`config.mk`:
```
export PLATFORM = sky130hd
export DESIGN_NAME = aes_out_serializer_flat
export DESIGN_NICKNAME = d
export VERILOG_FILES = /design/src/rtl/aes_out_serializer_pkg.sv /design/src/rtl/aes_out_serializer_if.sv /design/src/rtl/aes_ser_mux16.sv /design/src/rtl/aes_out_serializer.sv /design/src/flat_wrapper.sv
export SDC_FILE = /design/constraint.sdc
export NUM_CORES = 1
export LEC_CHECK = 0
export CORE_ASPECT_RATIO = 2
export CORE_MARGIN = 1
export CORE_UTILIZATION = 35
export CTS_CLUSTER_DIAMETER = 120
export DETAILED_ROUTE_END_ITERATION = 16
export PLACE_DENSITY = 0.62
export SYNTH_ARGS = -nofsm -noshare
export SYNTH_HDL_FRONTEND = slang
export SYNTH_SLANG_ARGS = --single-unit
```
`constraint.sdc`:
```
create_clock -name clock -period 7 [get_ports clock]
set_clock_uncertainty 0.15 [all_clocks]
set_input_delay 1.4 -clock clock [delete_from_list [all_inputs] [get_ports clock]]
set_output_delay 1.4 -clock clock [all_outputs]
set_load 0.03 [all_outputs]
```
`src/rtl/aes_out_serializer_pkg.sv`:
```
// Shared AES output-path constants: block geometry and serializer FSM encoding.
package aes_out_serializer_pkg;

  localparam int AES_BLOCK_BYTES = 16;
  localparam int AES_BYTE_W      = 8;
  localparam int AES_BLOCK_W     = AES_BLOCK_BYTES * AES_BYTE_W;

  typedef logic [AES_BLOCK_W-1:0] aes_block_t;
  typedef logic [AES_BYTE_W-1:0]  aes_byte_t;

  localparam logic [0:0] ST_IDLE = 1'b0;
  localparam logic [0:0] ST_SEND = 1'b1;

endpackage

```
`src/rtl/aes_out_serializer_if.sv`:
```
// Bundle of the finished-block input slot and the byte-stream output handshake.
interface aes_out_serializer_if;
  import aes_out_serializer_pkg::*;

  logic      empty_in;
  aes_byte_t in0, in1, in2, in3, in4, in5, in6, in7;
  aes_byte_t in8, in9, inA, inB, inC, inD, inE, inF;
  aes_byte_t out_byte;
  logic      out_valid;
  logic      out_ready;
  logic      out_last;
  logic      overflow;

  modport master (
    output empty_in, in0, in1, in2, in3, in4, in5, in6, in7,
           in8, in9, inA, inB, inC, inD, inE, inF, out_ready,
    input  out_byte, out_valid, out_last, overflow
  );

  modport slave (
    input  empty_in, in0, in1, in2, in3, in4, in5, in6, in7,
           in8, in9, inA, inB, inC, inD, inE, inF, out_ready,
    output out_byte, out_valid, out_last, overflow
  );

endinterface

```
`src/rtl/aes_ser_mux16.sv`:
```
// Combinational 16:1 byte select out of one packed 128-bit block (byte k at bits [8k+7:8k]).
module aes_ser_mux16 #(
  parameter int DATA_W = 8
) (
  input  logic [16*DATA_W-1:0] blk,
  input  logic [3:0]           sel,
  output logic [DATA_W-1:0]    data_out
);

  assign data_out = blk[sel*DATA_W +: DATA_W];

endmodule

```
`src/rtl/aes_out_serializer.sv`:
```
// Two-entry block buffer that serializes finished AES blocks into a ready/valid byte stream.
// Optional macro AES_SER_DROP_CNT_EN adds a saturating drop_cnt output.
module aes_out_serializer
  import aes_out_serializer_pkg::*;
#(
  parameter bit LSB_FIRST = 1'b0
) (
  input  logic                 clock,
  input  logic                 reset,
  aes_out_serializer_if.slave  bus
`ifdef AES_SER_DROP_CNT_EN
  ,
  output logic [7:0]           drop_cnt
`endif
);

  aes_block_t  blk_mem [2];
  aes_block_t  blk_in;
  logic [1:0]  count;
  logic [1:0]  count_next;
  logic        wr_ptr;
  logic        rd_ptr;
  logic [3:0]  idx;
  logic [3:0]  sel;
  logic [0:0]  state;
  logic [0:0]  state_next;
  logic        ovf;
  logic        xfer;
  logic        last_xfer;
  logic        free;
  logic        capture;
  logic        drop;

  function automatic logic [7:0] sat_inc8(input logic [7:0] v);
    return (v == 8'hFF) ? v : v + 8'd1;
  endfunction

  assign blk_in = {bus.inF, bus.inE, bus.inD, bus.inC, bus.inB, bus.inA, bus.in9, bus.in8,
                   bus.in7, bus.in6, bus.in5, bus.in4, bus.in3, bus.in2, bus.in1, bus.in0};

  // Handshake and free-slot decode; a slot frees up when the final byte leaves this cycle
  always_comb begin
    xfer       = bus.out_valid & bus.out_ready;
    last_xfer  = xfer & (idx == 4'hF);
    free       = (count != 2'd2) | last_xfer;
    capture    = ~bus.empty_in & free;
    drop       = ~bus.empty_in & ~free;
    count_next = count + {1'b0, capture} - {1'b0, last_xfer};
  end

  // Next-state logic: SEND whenever at least one block is held
  always_comb begin
    state_next = state;
    case (state)
      ST_IDLE: if (capture) state_next = ST_SEND;
      ST_SEND: if (last_xfer && !capture && count == 2'd1) state_next = ST_IDLE;
      default: state_next = ST_IDLE;
    endcase
  end

  // Block storage is data only, so it is never cleared by reset
  always_ff @(posedge clock) begin
    if (capture) blk_mem[wr_ptr] <= blk_in;
  end

  // Control state: pointers, occupancy, byte index, sticky overflow
  always_ff @(posedge clock) begin
    if (reset) begin
      count  <= 2'd0;
      wr_ptr <= 1'b0;
      rd_ptr <= 1'b0;
      idx    <= 4'd0;
      ovf    <= 1'b0;
      state  <= ST_IDLE;
    end else begin
      if (capture)   wr_ptr <= ~wr_ptr;
      if (last_xfer) rd_ptr <= ~rd_ptr;
      if (xfer)      idx    <= idx + 4'd1;
      if (drop)      ovf    <= 1'b1;
      count <= count_next;
      state <= state_next;
    end
  end

`ifdef AES_SER_DROP_CNT_EN
  // Saturating count of discarded blocks
  always_ff @(posedge clock) begin
    if (reset)     drop_cnt <= 8'd0;
    else if (drop) drop_cnt <= sat_inc8(drop_cnt);
  end
`endif

  // Byte order: reversed index walks inF down to in0
  assign sel = LSB_FIRST ? ~idx : idx;

  aes_ser_mux16 #(.DATA_W(AES_BYTE_W)) u_mux (
    .blk      (blk_mem[rd_ptr]),
    .sel      (sel),
    .data_out (bus.out_byte)
  );

  assign bus.out_valid = (state == ST_SEND);
  assign bus.out_last  = bus.out_valid & (idx == 4'hF);
  assign bus.overflow  = ovf;

endmodule

```
`src/flat_wrapper.sv`:
```
// flat-port wrapper written by rule: the top's interface ports become plain ports
module aes_out_serializer_flat import aes_out_serializer_pkg::*;
#(
  parameter bit LSB_FIRST = 1'b0
)
  (clock, reset, bus_empty_in, bus_in0, bus_in1, bus_in2, bus_in3, bus_in4, bus_in5, bus_in6, bus_in7, bus_in8, bus_in9, bus_inA, bus_inB, bus_inC, bus_inD, bus_inE, bus_inF, bus_out_ready, bus_out_byte, bus_out_valid, bus_out_last, bus_overflow);
  aes_out_serializer_if bus_i ();
  input  logic clock;
  input  logic reset;
  input wire logic [$bits(bus_i.empty_in)-1:0] bus_empty_in;
  input wire logic [$bits(bus_i.in0)-1:0] bus_in0;
  input wire logic [$bits(bus_i.in1)-1:0] bus_in1;
  input wire logic [$bits(bus_i.in2)-1:0] bus_in2;
  input wire logic [$bits(bus_i.in3)-1:0] bus_in3;
  input wire logic [$bits(bus_i.in4)-1:0] bus_in4;
  input wire logic [$bits(bus_i.in5)-1:0] bus_in5;
  input wire logic [$bits(bus_i.in6)-1:0] bus_in6;
  input wire logic [$bits(bus_i.in7)-1:0] bus_in7;
  input wire logic [$bits(bus_i.in8)-1:0] bus_in8;
  input wire logic [$bits(bus_i.in9)-1:0] bus_in9;
  input wire logic [$bits(bus_i.inA)-1:0] bus_inA;
  input wire logic [$bits(bus_i.inB)-1:0] bus_inB;
  input wire logic [$bits(bus_i.inC)-1:0] bus_inC;
  input wire logic [$bits(bus_i.inD)-1:0] bus_inD;
  input wire logic [$bits(bus_i.inE)-1:0] bus_inE;
  input wire logic [$bits(bus_i.inF)-1:0] bus_inF;
  input wire logic [$bits(bus_i.out_ready)-1:0] bus_out_ready;
  output wire logic [$bits(bus_i.out_byte)-1:0] bus_out_byte;
  output wire logic [$bits(bus_i.out_valid)-1:0] bus_out_valid;
  output wire logic [$bits(bus_i.out_last)-1:0] bus_out_last;
  output wire logic [$bits(bus_i.overflow)-1:0] bus_overflow;
  assign bus_i.empty_in = bus_empty_in;
  assign bus_i.in0 = bus_in0;
  assign bus_i.in1 = bus_in1;
  assign bus_i.in2 = bus_in2;
  assign bus_i.in3 = bus_in3;
  assign bus_i.in4 = bus_in4;
  assign bus_i.in5 = bus_in5;
  assign bus_i.in6 = bus_in6;
  assign bus_i.in7 = bus_in7;
  assign bus_i.in8 = bus_in8;
  assign bus_i.in9 = bus_in9;
  assign bus_i.inA = bus_inA;
  assign bus_i.inB = bus_inB;
  assign bus_i.inC = bus_inC;
  assign bus_i.inD = bus_inD;
  assign bus_i.inE = bus_inE;
  assign bus_i.inF = bus_inF;
  assign bus_i.out_ready = bus_out_ready;
  assign bus_out_byte = bus_i.out_byte;
  assign bus_out_valid = bus_i.out_valid;
  assign bus_out_last = bus_i.out_last;
  assign bus_overflow = bus_i.overflow;
  aes_out_serializer #(.LSB_FIRST(LSB_FIRST)) u_core (.clock(clock), .reset(reset), .bus(bus_i));
endmodule
```
* Yosys cells after proc, flatten, opt, wreduce, memory -nomap -nowiden
Memories as Yosys holds them, arrays and structs flattened. A register that Yosys moved wholly into a read port is not among the register bits.
Cells that the tools add are included.
W data, S select, Z words.
** Cells by class
- Add/subtract/negate cells :: 3
- Eq/ne operators :: 3
- Shifts and indexed selects :: 1
- Muxes and demuxes :: 6
- Bitwise gates (word level) :: 11
- Reduce and logical (&&, ||, !) cells :: 3
** Operator list (number)
- $shiftx A128 B8 Y8 :: 1
- $and A1 B1 Y1 :: 5
- $mux W1 :: 5
- $not A1 Y1 :: 5
- $add A4 B1 Y4 const B :: 1
- $eq A4 B4 Y1 const B :: 1
- $add A2 B1 Y2 :: 1
- $eq A2 B1 Y1 const B :: 1
- $logic_and A1 B1 Y1 :: 2
- $ne A2 B2 Y1 const B :: 1
- $pmux W1 S2 :: 1
- $sub A2 B1 Y2 :: 1
- $logic_not A1 Y1 :: 1
- $or A1 B1 Y1 :: 1
** Word-level totals
- Bits in registers :: 10
- RAM bits :: 256
- Input bits :: 132
- Output and inout port bits :: 11
- Logic and storage cells :: 34
- Memories :: 1
** Memory list
- u_core.blk_mem :: depth 2, width 128, read ports 1, clocked after memory_dff 1, write ports 1, RTL line aes_out_serializer.sv:17 : aes_block_t blk_mem [2];

* Longest topological paths before layout
Gate-level depths: netlist of the first run.
- Depth after elaboration :: 9
- Depth in mapped cells :: 7
- Mapped depth without buffers :: 7

* Modules after synthesis
A second synthesis of the first run with hierarchy kept.
** Unflattened totals
- Cell total of the unflattened synthesis :: 529
- Area total of the unflattened synthesis :: 10764.1 sq um
** Modules (own cells, without submodules)
- aes_out_serializer :: times used 1, cells an instance 459, area each 9730.6 sq um, sequential area each 7907.6 sq um
- aes_ser_mux16 :: times used 1, cells an instance 70, area each 1033.5 sq um, sequential area each 0.0 sq um

* Least setup slack after synthesis of the first run
Ideal clock, no wire load.
- Kind :: input to register
- Start point :: input bus_out_ready
- End point :: memory u_core.blk_mem[1][0] in the netlist's numbering, enable pin
- Setup time :: 503 ps
- Data arrival time :: 4747 ps
- Required time :: 6347 ps
- Path slack :: 1600 ps
- Cell stages on the path :: 3
- Buffers on the path :: 0
- Cells stage by stage :: nand4_1 -> o21ai_0 -> and3_1
** On the way
- Word-level cells in the longest chain between the ends :: 6
** Ends and longest elaborated chain
- start: declaration :: RTL line flat_wrapper.sv:27 : input wire logic [$bits(bus_i.out_ready)-1:0] bus_out_ready;
- $and A1 B1 Y1 :: RTL line aes_out_serializer.sv:43 : xfer = bus.out_valid & bus.out_ready;
- $and A1 B1 Y1 :: RTL line aes_out_serializer.sv:44 : last_xfer = xfer & (idx == 4'hF);
- $or A1 B1 Y1 :: RTL line aes_out_serializer.sv:45 : free = (count != 2'd2) | last_xfer;
- $and A1 B1 Y1 :: RTL line aes_out_serializer.sv:46 : capture = ~bus.empty_in & free;
- $mux W1 :: RTL line aes_out_serializer.sv:63 : if (capture) blk_mem[wr_ptr] <= blk_in;
- $mux W1 (not written as such) :: RTL line aes_out_serializer.sv:63
- end: declaration :: RTL line aes_out_serializer.sv:17
No other way between the ends.

==> metrics.cfg, run 1 <==
[cts]
post-cts-setup-buffer-count=0
cts_htree_levels=1
clock_sinks=267
cts_tree=yes
postCtsHoldBufs=0
insertion_delay_ns=0.51
post_cts_resized=0
clock_path_buffers=3
ctsRootBufferMaster=clkbuf_16
clk_pin_slew_worst_paths_ns=0.07
cts-buffers-inserted=23

[route]
drt_wl_total_mm=22.8
wl_per_cell_um=24.1
drtIter0Drc=331
ant_nets=0
drc=0
vias=4810
routed_via_density=5.08
drt-pass1-iter-count=4

[synth]
synth_area_leaders=edfxtp_1 (76%), mux4_2 (18%), dfxtp_1 (2.2%)
yosysWarnings=0
synth_nets=555
synth_top_area_cell=edfxtp_1
synthAdderAreaFrac=0.00246
synth_top_cell_area_share=0.756
synth_seq_cells=267
synthCells=421
synth_top_family_by_area=multiplexers
syn-cell-area_sq_mm=0.0102
yosysUniqueCellTypes=28
syn_area_per_cell_sq_um=24.2
synth.area.mux_share=0.186
yosys.area_share.simple=0.0113
synth-xor-area-share=0.00345
yosysSeqAreaShare=0.778
synth_compound_area_frac=0.00665

[floorplanning]
ios=143
die_x_um=123
dieHeight_um=243
core_area_sq_mm=0.0284
rows=87
fp.dieArea_sq_mm=0.0298
start_util=0.358

[layout]
stdcell_count=946
fin_area_sq_mm=0.0127
register_area_sq_mm=0.00792
nNetsFinal=709
drive_gt1_frac=0.225
fillCellCount=2348
n_antenna_cell=0
areaGrowthSynthToFinish_pct=25.0
fin_util=0.447
multiInputGateArea_sq_mm=0.00214

[place]
globalplace.congestion=0.710
dpl_cell_area_sq_mm=0.0120
dp_slack_ns=2.08
port_buffers=142
dp.cells=906
dp_hpwl_mm=16.2

[critical_path]
worst_path_most_repeated_cell=mux4_2
critical_path.top_delay_family=multiplexers
crit_path_max_incr_delay_ns=0.81
cp.arrival_ns=3.81
crit_fanout=34
slowest_stage=dfxtp_4
path_cells=buf_4 > mux4_2 > mux4_2 > mux2_2 > clkdlybuf4s50_1
path_class=flip-flop to output port
worst-path-buf-inv=2
worst_setup_path_start_kind=flip-flop
cp_data_required_time_ns=5.45
endpoint_kind=output port

[sta]
fin_ws_ns=1.64
final.min_clock_period_ns=5.36
rsz0062_at_grt=false
period_share=0.766
clock.fmax_mhz=186
slew_headroom=0.317
hold_viol=0
holdWs_ns=0.333
tns_ns=0
worst_slew_pin_slew_ns=1.03
slew_viol_final=0
setup_violations=0

[status]
status=finished clean

[power_and_ir_drop]
p_per_area_mw_per_mm2=266
total_power_mw=3.37
vdd_drop_max_mv=0.167
p_leak_nw=3.96

[grt]
grt_pass1_wl_mm=34.1
grt_usage=0.160
grt_max_degree=68
overflow=0
antenna_found_initial=1
first_global_vias=5566

[run]
cap_violations=0

[min_path]
hold_path_class=flip-flop to flip-flop

cell usage after synthesis:
master,number
nor3_1,3
nand3_1,3
a21oi_1,6
nand4_1,1
edfxtp_1,256
and4_1,1
nor2b_1,1
mux4_2,80
o21ai_0,3
buf_4,6
buf_6,1
xnor2_1,1
a211oi_1,1
and3_1,1
mux2_2,8
or3_1,2
nor2_1,8
o21a_1,1
or4_1,1
inv_1,5
nand2_1,2
ha_1,2
xor2_1,3
buf_1,4
o31ai_1,1
buf_2,1
dfxtp_1,11
clkbuf_1,8
metal layers:
layer / up-vias / GRT usage / routed length [um]
met5: - / 0 / 11
met4: 2 / 0.0621 / 627
met3: 30 / 0.0244 / 978
met2: 121 / 0.304 / 13400
met1: 2553 / 0.172 / 7770
li1: 2104 / - / -
cell usage in the layout, fill, tap and decap left out, drive strengths merged, types with 3 or more instances in the layout:
cell | synthesis | final
buf | 12 | 7
clkbuf | 8 | 25
dfxtp | 11 | 11
clkdlybuf4s50 | 0 | 142
mux2 | 8 | 8
mux4 | 80 | 80
o21ai | 3 | 3
inv | 5 | 6
nor3 | 3 | 3
clkinv | 0 | 10
nor2 | 8 | 8
edfxtp | 256 | 256
nand3 | 3 | 3
a21oi | 6 | 6
xor2 | 3 | 3
registers in the layout, summed over array words and instances (netlist names), named ones only:
register,count
u_core.count,2
u_core.rd_ptr,1
u_core.idx,4
u_core.blk_mem,256
u_core.bus.out_valid,1
u_core.bus.overflow,1
u_core.wr_ptr,1
path summary, 6_finish.rpt:
| check | startpoint | end | slack, ns | cells past startpoint |
|---|---|---|---|---|
| worst max register to register | u_core.idx[1]$_SDFFE_PP0P_ | u_core.blk_mem[0][48]$_DFFE_PP_ | 3.19 | 6 |
| worst min-delay path | u_core.bus.overflow$_SDFFE_PP0P_ | u_core.bus.overflow$_SDFFE_PP0P_ | 0.33 | 2 |
| worst max-delay path | flip-flop | bus_out_byte[4] | 1.64 | 5 |
| worst min register to register | u_core.bus.overflow$_SDFFE_PP0P_ | u_core.bus.overflow$_SDFFE_PP0P_ | 0.33 | 2 |
layout make-up:
type	instances	share of cell area
Inverter	5	0.00167
Multi-Input combinational cell	129	0.168
Clock inverter	15	0.0100
Sequential cell	267	0.623
Clock buffer	25	0.0459
Timing Repair Buffer	149	0.116
Tap cell	356	0.0351
report_power, final:
part,internal [mW],switching [mW],total (mW)
combinational,0.140,0.123,0.263
sequential,1.86,0.0332,1.89
clock,0.677,0.544,1.22
cells by family after synthesis:
kind of cell,count (synthesis)
AOI/OAI and AO/OA,12
buffers and inverters,25
DFF,267
xor gates and xnor gates,4
and+or+nand+nor,23
muxes,88
adders and majority gates,2
worst reg2reg max path, cell delays in order (launching register included):
cell and delay (ns):
dfxtp_4 1.01, ha_1 0.35, inv_1 0.08, o21a_1 0.25, or3_1 0.39, inv_4 0.56
buf_4 0.64
(Power assumes the default switching activity.)
==> run 2: changes to the inputs <==
Clock period 7 ns to 5.24 ns, I/O delays scaled along.
==> metrics.cfg, run 2 (synthesis results as in run 1) <==
[power_and_ir_drop]
total_power_mw=4.81  ; was 3.37 mW
p_leak_nw=4.06  ; was 3.96 nW
p_per_area_mw_per_mm2=372  ; was 266 mW/mm^2
vdd_drop_max_mv=0.192  ; was 0.167 mV

[layout]
nNetsFinal=711  ; was 709
stdcell_count=952  ; was 946
layout_common_cells=edfxtp_1 (256), clkdlybuf4s50_1 (142), mux4_2 (80)  ; unchanged
final_common_cell=edfxtp_1  ; unchanged
regMostFlops=u_core.blk_mem  ; unchanged
reg_top3=u_core.blk_mem: 256 flops, u_core.idx: 4 flops, u_core.count: 2 flops  ; unchanged
fillCellCount=2343  ; was 2348
multiInputGateArea_sq_mm=0.00214  ; unchanged
drive_gt1_frac=0.235  ; was 0.225
areaGrowthSynthToFinish_pct=27.1  ; was 25.0%
register_area_sq_mm=0.00792  ; unchanged
largest_reg_flops=256  ; unchanged

[grt]
antenna_found_initial=1  ; unchanged
grt_max_degree=68  ; unchanged
grt_usage=0.156  ; was 0.160
first_global_vias=5407  ; was 5566
use_met1=0.165  ; was 0.172
overflow=0  ; unchanged
grt.busiest_layer=met2  ; unchanged
grt_pass1_wl_mm=33.3  ; was 34.1 mm
grt_util_met2=0.306  ; was 0.304
use_met3=0.0207  ; was 0.0244

[route]
drtIter0Drc=338  ; was 331
routed_via_density=4.99  ; was 5.08
wl_per_cell_um=23.4  ; was 24.1 um
ant_nets=0  ; unchanged
vias=4753  ; was 4810
drt_wl_total_mm=22.3  ; was 22.8 mm
drt-pass1-iter-count=4  ; unchanged
drc=0  ; unchanged

[sta]
period_share=0.905
rsz0062_at_grt=false  ; unchanged
slew_viol_final=0  ; unchanged
tns_ns=0  ; unchanged
slew_headroom=0.338  ; was 0.317
worst_slew_pin_slew_ns=0.992  ; was 1.03 ns
clock.fmax_mhz=211
hold_viol=0  ; unchanged
final.min_clock_period_ns=4.74
setup_violations=0  ; unchanged

[cts]
clock_sinks=267  ; unchanged
ctsRootBufferMaster=clkbuf_16  ; unchanged
post_cts_resized=0  ; unchanged
clock_path_buffers=3  ; unchanged
cts-buffers-inserted=24  ; was 23
clk_pin_slew_worst_paths_ns=0.07  ; about the same
insertion_delay_ns=0.52  ; was 0.51 ns
cts_tree=yes  ; unchanged
post-cts-setup-buffer-count=0  ; unchanged
cts_htree_levels=1  ; unchanged
postCtsHoldBufs=0  ; unchanged

[critical_path]
critical_path.top_delay_family=multiplexers  ; unchanged
r2r_setup_slack_ns=1.68  ; was 3.19 ns
path_class=flip-flop to output port  ; unchanged
worst-path-buf-inv=2  ; unchanged
path_cells=buf_4 > mux4_2 > mux4_2 > mux2_2 > clkdlybuf4s50_1  ; unchanged
cp_data_required_time_ns=4.04  ; was 5.45 ns
cp.arrival_ns=3.55  ; was 3.81 ns
worst_setup_path_start_kind=flip-flop  ; unchanged
crit_path_max_incr_delay_ns=0.67  ; was 0.81 ns
slowest_stage=dfxtp_4  ; unchanged
worst_path_most_repeated_cell=mux4_2  ; unchanged
endpoint_kind=output port  ; unchanged
crit_fanout=24  ; was 34

[status]
status=finished clean  ; unchanged

[run]
cap_violations=0  ; unchanged

[floorplanning]
core_area_sq_mm=0.0284  ; unchanged
start_util=0.358  ; unchanged
dieHeight_um=243  ; unchanged
ios=143  ; unchanged
fp.dieArea_sq_mm=0.0298  ; unchanged
die_x_um=123  ; unchanged
rows=87  ; unchanged

[min_path]
hold_path_class=flip-flop to flip-flop  ; unchanged

[place]
globalplace.congestion=0.766  ; was 0.710
dp_hpwl_mm=15.6  ; was 16.2 mm
dp.cells=907  ; was 906
port_buffers=142  ; unchanged

run 2: changes by cell type in the layout (fill, tap and decap cells not counted), sizes merged:
| cell | delta |
|---|---|
| buf | +1 |
| inv | +1 |
| clkbuf | +3 |
| clkinvlp | -2 |
| diode | +1 |
| bufinv | +4 |
| clkinv | -2 |
run 2: final timing paths:
path | start | endpoint | depth (start not counted)
hold reg to reg | u_core.bus.overflow$_SDFFE_PP0P_ | u_core.bus.overflow$_SDFFE_PP0P_ | 2
hold / removal | u_core.bus.overflow$_SDFFE_PP0P_ | u_core.bus.overflow$_SDFFE_PP0P_ | 2
setup / recovery | flip-flop | bus_out_byte[1] | 5
setup reg to reg | u_core.idx[1]$_SDFFE_PP0P_ | u_core.blk_mem[0][77]$_DFFE_PP_ | 6
run 2: routing by layer:
layer	up-vias	part of all wire	wire length [um]
met3	29	0.037	829
met1	2484	0.34	7520
li1	2119	-	-
met2	121	0.60	13500
met4	0	0.021	460
met5	-	0	0
run 2: power breakdown:
part | internal (mW) | switching, mW | leakage, nW
combinational | 0.190 | 0.165 | 1.14
clock | 1.18 | 0.761 | 0.433
sequential | 2.48 | 0.0413 | 2.49
run 2: per-stage QoR:
step | hold slack [ns] | utilization | setup slack, ns | cell area (sq um)
finish | 0.340 | 0.455 | 0.496 | 12900
global route | 0.383 | 0.455 | 0.310 | 12900
CTS | 0.334 | 0.455 | 0.408 | 12900
detailed placement | 0.317 | 0.424 | 0.980 | 12000
global placement | 0.298 | 0.424 | 1.00 | 12000
floorplan | 0.308 | - | 0.192 | 10200
run 2: cell type report:
| cell class | count | area share |
|---|---|---|
| sequential | 267 | 0.613 |
| multi-input combinational | 129 | 0.166 |
| timing repair buffer | 150 | 0.118 |
| clock buffer | 28 | 0.0493 |
| tap | 356 | 0.0345 |
| clock inverter | 16 | 0.0188 |
| inverter | 5 | 0.00165 |
| antenna | 1 | 0.000194 |
run 2: worst reg2reg max path: cells and delay by family, from the launching register on:
family                     cells  cell delay [ns]
and+or+nand+nor                1             0.39
DFF                            1             1.01
buffers and inverters          3             1.04
adders and majority gates      1             0.34
AOI/OAI and AO/OA              1             0.25
==> run 3: changes to the inputs <==
Settings changed: CTS_CLUSTER_SIZE set to 30.
Clock period 5.24 ns to 4.5 ns, I/O delays scaled along.
==> metrics.cfg, run 3 (synthesis results as in run 1) <==
[sta]
setup_violations=0  ; unchanged
tns_ns=0  ; unchanged
hold_viol=0  ; unchanged
slew_viol_final=0  ; unchanged
final.min_clock_period_ns=4.27
slew_headroom=0.532  ; was 0.338
worst_slew_pin_slew_ns=0.700  ; was 0.992 ns
rsz0062_at_grt=false  ; unchanged
fin_ws_ns=0.232  ; was 0.496 ns
period_share=0.949
clock.fmax_mhz=234

[route]
drt-pass1-iter-count=4  ; unchanged
wl_per_cell_um=23.6  ; was 23.4 um
ant_nets=0  ; unchanged
drtIter0Drc=358  ; was 338
drc=0  ; unchanged
routed_via_density=5.01  ; was 4.99
drt_wl_total_mm=22.2  ; was 22.3 mm
vias=4714  ; was 4753

[critical_path]
path_depth=5  ; unchanged
slowest_stage=clkdlybuf4s50_1  ; was dfxtp_4
worst_setup_path_start_kind=flip-flop  ; unchanged
worst_path_most_repeated_cell=mux4_2  ; unchanged
rr_worst_depth=7  ; was 6
r2r_setup_slack_ns=1.26  ; was 1.68 ns
r2r_end=u_core.blk_mem[0][4]$_DFFE_PP_  ; was u_core.blk_mem[0][77]$_DFFE_PP_
r2r_start=u_core.idx[0]$_SDFFE_PP0P_  ; was u_core.idx[1]$_SDFFE_PP0P_
worst-path-buf-inv=2  ; unchanged
path_cells=buf_4 > mux4_2 > mux4_2 > mux2_2 > clkdlybuf4s50_1  ; unchanged
cp_data_required_time_ns=3.45  ; was 4.04 ns
endpoint_kind=output port  ; unchanged
crit_path_max_incr_delay_ns=0.60  ; was 0.67 ns
critical_path.top_delay_family=multiplexers  ; unchanged
crit_end=bus_out_byte[7]  ; was bus_out_byte[1]
path_class=flip-flop to output port  ; unchanged
crit_fanout=10  ; was 24
cp.arrival_ns=3.22  ; was 3.55 ns

[power_and_ir_drop]
p_per_area_mw_per_mm2=368  ; was 372 mW/mm^2
vdd_drop_max_mv=0.274  ; was 0.192 mV
p_leak_nw=3.88  ; was 4.06 nW

[cts]
clock_sinks=267  ; unchanged
cts-buffers-inserted=12  ; was 24
clock_path_buffers=3  ; unchanged
postCtsHoldBufs=0  ; unchanged
ctsRootBufferMaster=clkbuf_16  ; unchanged
insertion_delay_ns=0.49  ; was 0.52 ns
clk_pin_slew_worst_paths_ns=0.11  ; was 0.07 ns
cts_htree_levels=1  ; unchanged
cts_tree=yes  ; unchanged

[layout]
areaGrowthSynthToFinish_pct=23.4  ; was 27.1%
layout_common_cells=edfxtp_1 (256), clkdlybuf4s50_1 (142), mux4_2 (80)  ; unchanged
reg_top3=u_core.blk_mem: 256 flops, u_core.idx: 4 flops, u_core.count: 2 flops  ; unchanged
multiInputGateArea_sq_mm=0.00214  ; unchanged
largest_reg_flops=256  ; unchanged
fillCellCount=2377  ; was 2343
fin_area_sq_mm=0.0126  ; was 0.0129 sq mm
final_common_cell=edfxtp_1  ; unchanged
drive_gt1_frac=0.218  ; was 0.235
stdcell_count=940  ; was 952
regMostFlops=u_core.blk_mem  ; unchanged
register_area_sq_mm=0.00792  ; unchanged
nNetsFinal=711  ; unchanged

[grt]
overflow=0  ; unchanged
first_global_vias=5391  ; was 5407
grt_max_degree=81  ; was 68
antenna_found_initial=1  ; unchanged
grt_usage=0.154  ; was 0.156
grt_pass1_wl_mm=32.8  ; was 33.3 mm

[place]
dp.cells=913  ; was 907
globalplace.congestion=0.735  ; was 0.766
dp_slack_ns=0.597  ; was 0.980 ns
dpl_cell_area_sq_mm=0.0122  ; was 0.0120 sq mm
dp_hpwl_mm=15.9  ; was 15.6 mm
port_buffers=142  ; unchanged

[floorplanning]
core_area_sq_mm=0.0284  ; unchanged
ios=143  ; unchanged
rows=87  ; unchanged
fp.dieArea_sq_mm=0.0298  ; unchanged
start_util=0.358  ; unchanged
dieHeight_um=243  ; unchanged
die_x_um=123  ; unchanged

[min_path]
hold_path_class=flip-flop to flip-flop  ; unchanged

[run]
cap_violations=0  ; unchanged

[status]
status=finished clean  ; unchanged

-- run 3: cell count changes in the layout (fill, tap and decap cells not counted), sizes merged --
cell,delta
buf,+12
clkbuf,-9
clkinv,-7
bufinv,-6
inv,-3
clkinvlp,+1
-- run 3: repair_timing --
item / in CTS / in global routing
endpoints found under the setup margin: 0 / 1
resized for setup: 0 / 0
setup buffers: 0 / 6
-- run 3: worst min-delay path by stage --
stage | start | end | slack (ns) | cells after the start
after global placement | u_core.bus.overflow$_SDFFE_PP0P_ | u_core.bus.overflow$_SDFFE_PP0P_ | 0.30 | 2
after global routing | u_core.bus.overflow$_SDFFE_PP0P_ | u_core.bus.overflow$_SDFFE_PP0P_ | 0.38 | 2
after detailed placement | u_core.bus.overflow$_SDFFE_PP0P_ | u_core.bus.overflow$_SDFFE_PP0P_ | 0.33 | 2
final | u_core.wr_ptr$_SDFFE_PP0P_ | u_core.wr_ptr$_SDFFE_PP0P_ | 0.35 | 2
after CTS | u_core.wr_ptr$_SDFFE_PP0P_ | u_core.wr_ptr$_SDFFE_PP0P_ | 0.36 | 2
after floorplan | u_core.wr_ptr$_SDFFE_PP0P_ | u_core.wr_ptr$_SDFFE_PP0P_ | 0.31 | 2
-- run 3: final cells by class --
| cell class | count | share of cell area |
|---|---|---|
| diodes | 1 | 0.000199 |
| clock buffers | 19 | 0.0277 |
| clock inverters | 1 | 0.000399 |
| inverters | 5 | 0.00179 |
| multi-input cells | 129 | 0.170 |
| flip-flops and latches | 267 | 0.631 |
| well taps | 356 | 0.0355 |
| repair buffers | 162 | 0.133 |
-- run 3: layer usage --
| layer | global-route usage | vias up | part of all wire |
|---|---|---|---|
| met5 | 0 | - | 0 |
| met4 | 0.0610 | 0 | 0.027 |
| met3 | 0.0153 | 25 | 0.033 |
| met2 | 0.295 | 117 | 0.60 |
| met1 | 0.168 | 2465 | 0.34 |
| li1 | - | 2107 | - |
-- run 3: tightest hold or removal path, stage by stage, from the launching register on --
cell	delay, ns
dfxtp_1	0.34
o21ai_0	0.07
a21oi_1	0.06
-- run 3: power by group --
| group | internal (mW) | leakage [nW] | switching, mW |
|---|---|---|---|
| logic | 0.228 | 1.22 | 0.199 |
| registers | 2.89 | 2.49 | 0.0403 |
| clock network | 0.545 | 0.171 | 0.723 |
| total | 3.66 | 3.88 | 0.962 |
-- run 3: metrics by stage --
stage / util / hold slack [ns] / total power, mW
after CTS: 0.440 / 0.358 / 4.68
after global routing: 0.442 / 0.379 / 4.77
after global placement: 0.428 / 0.304 / 3.40
final: 0.442 / 0.354 / 4.62
after detailed placement: 0.428 / 0.334 / 3.42
after floorplan: - / 0.308 / 3.17
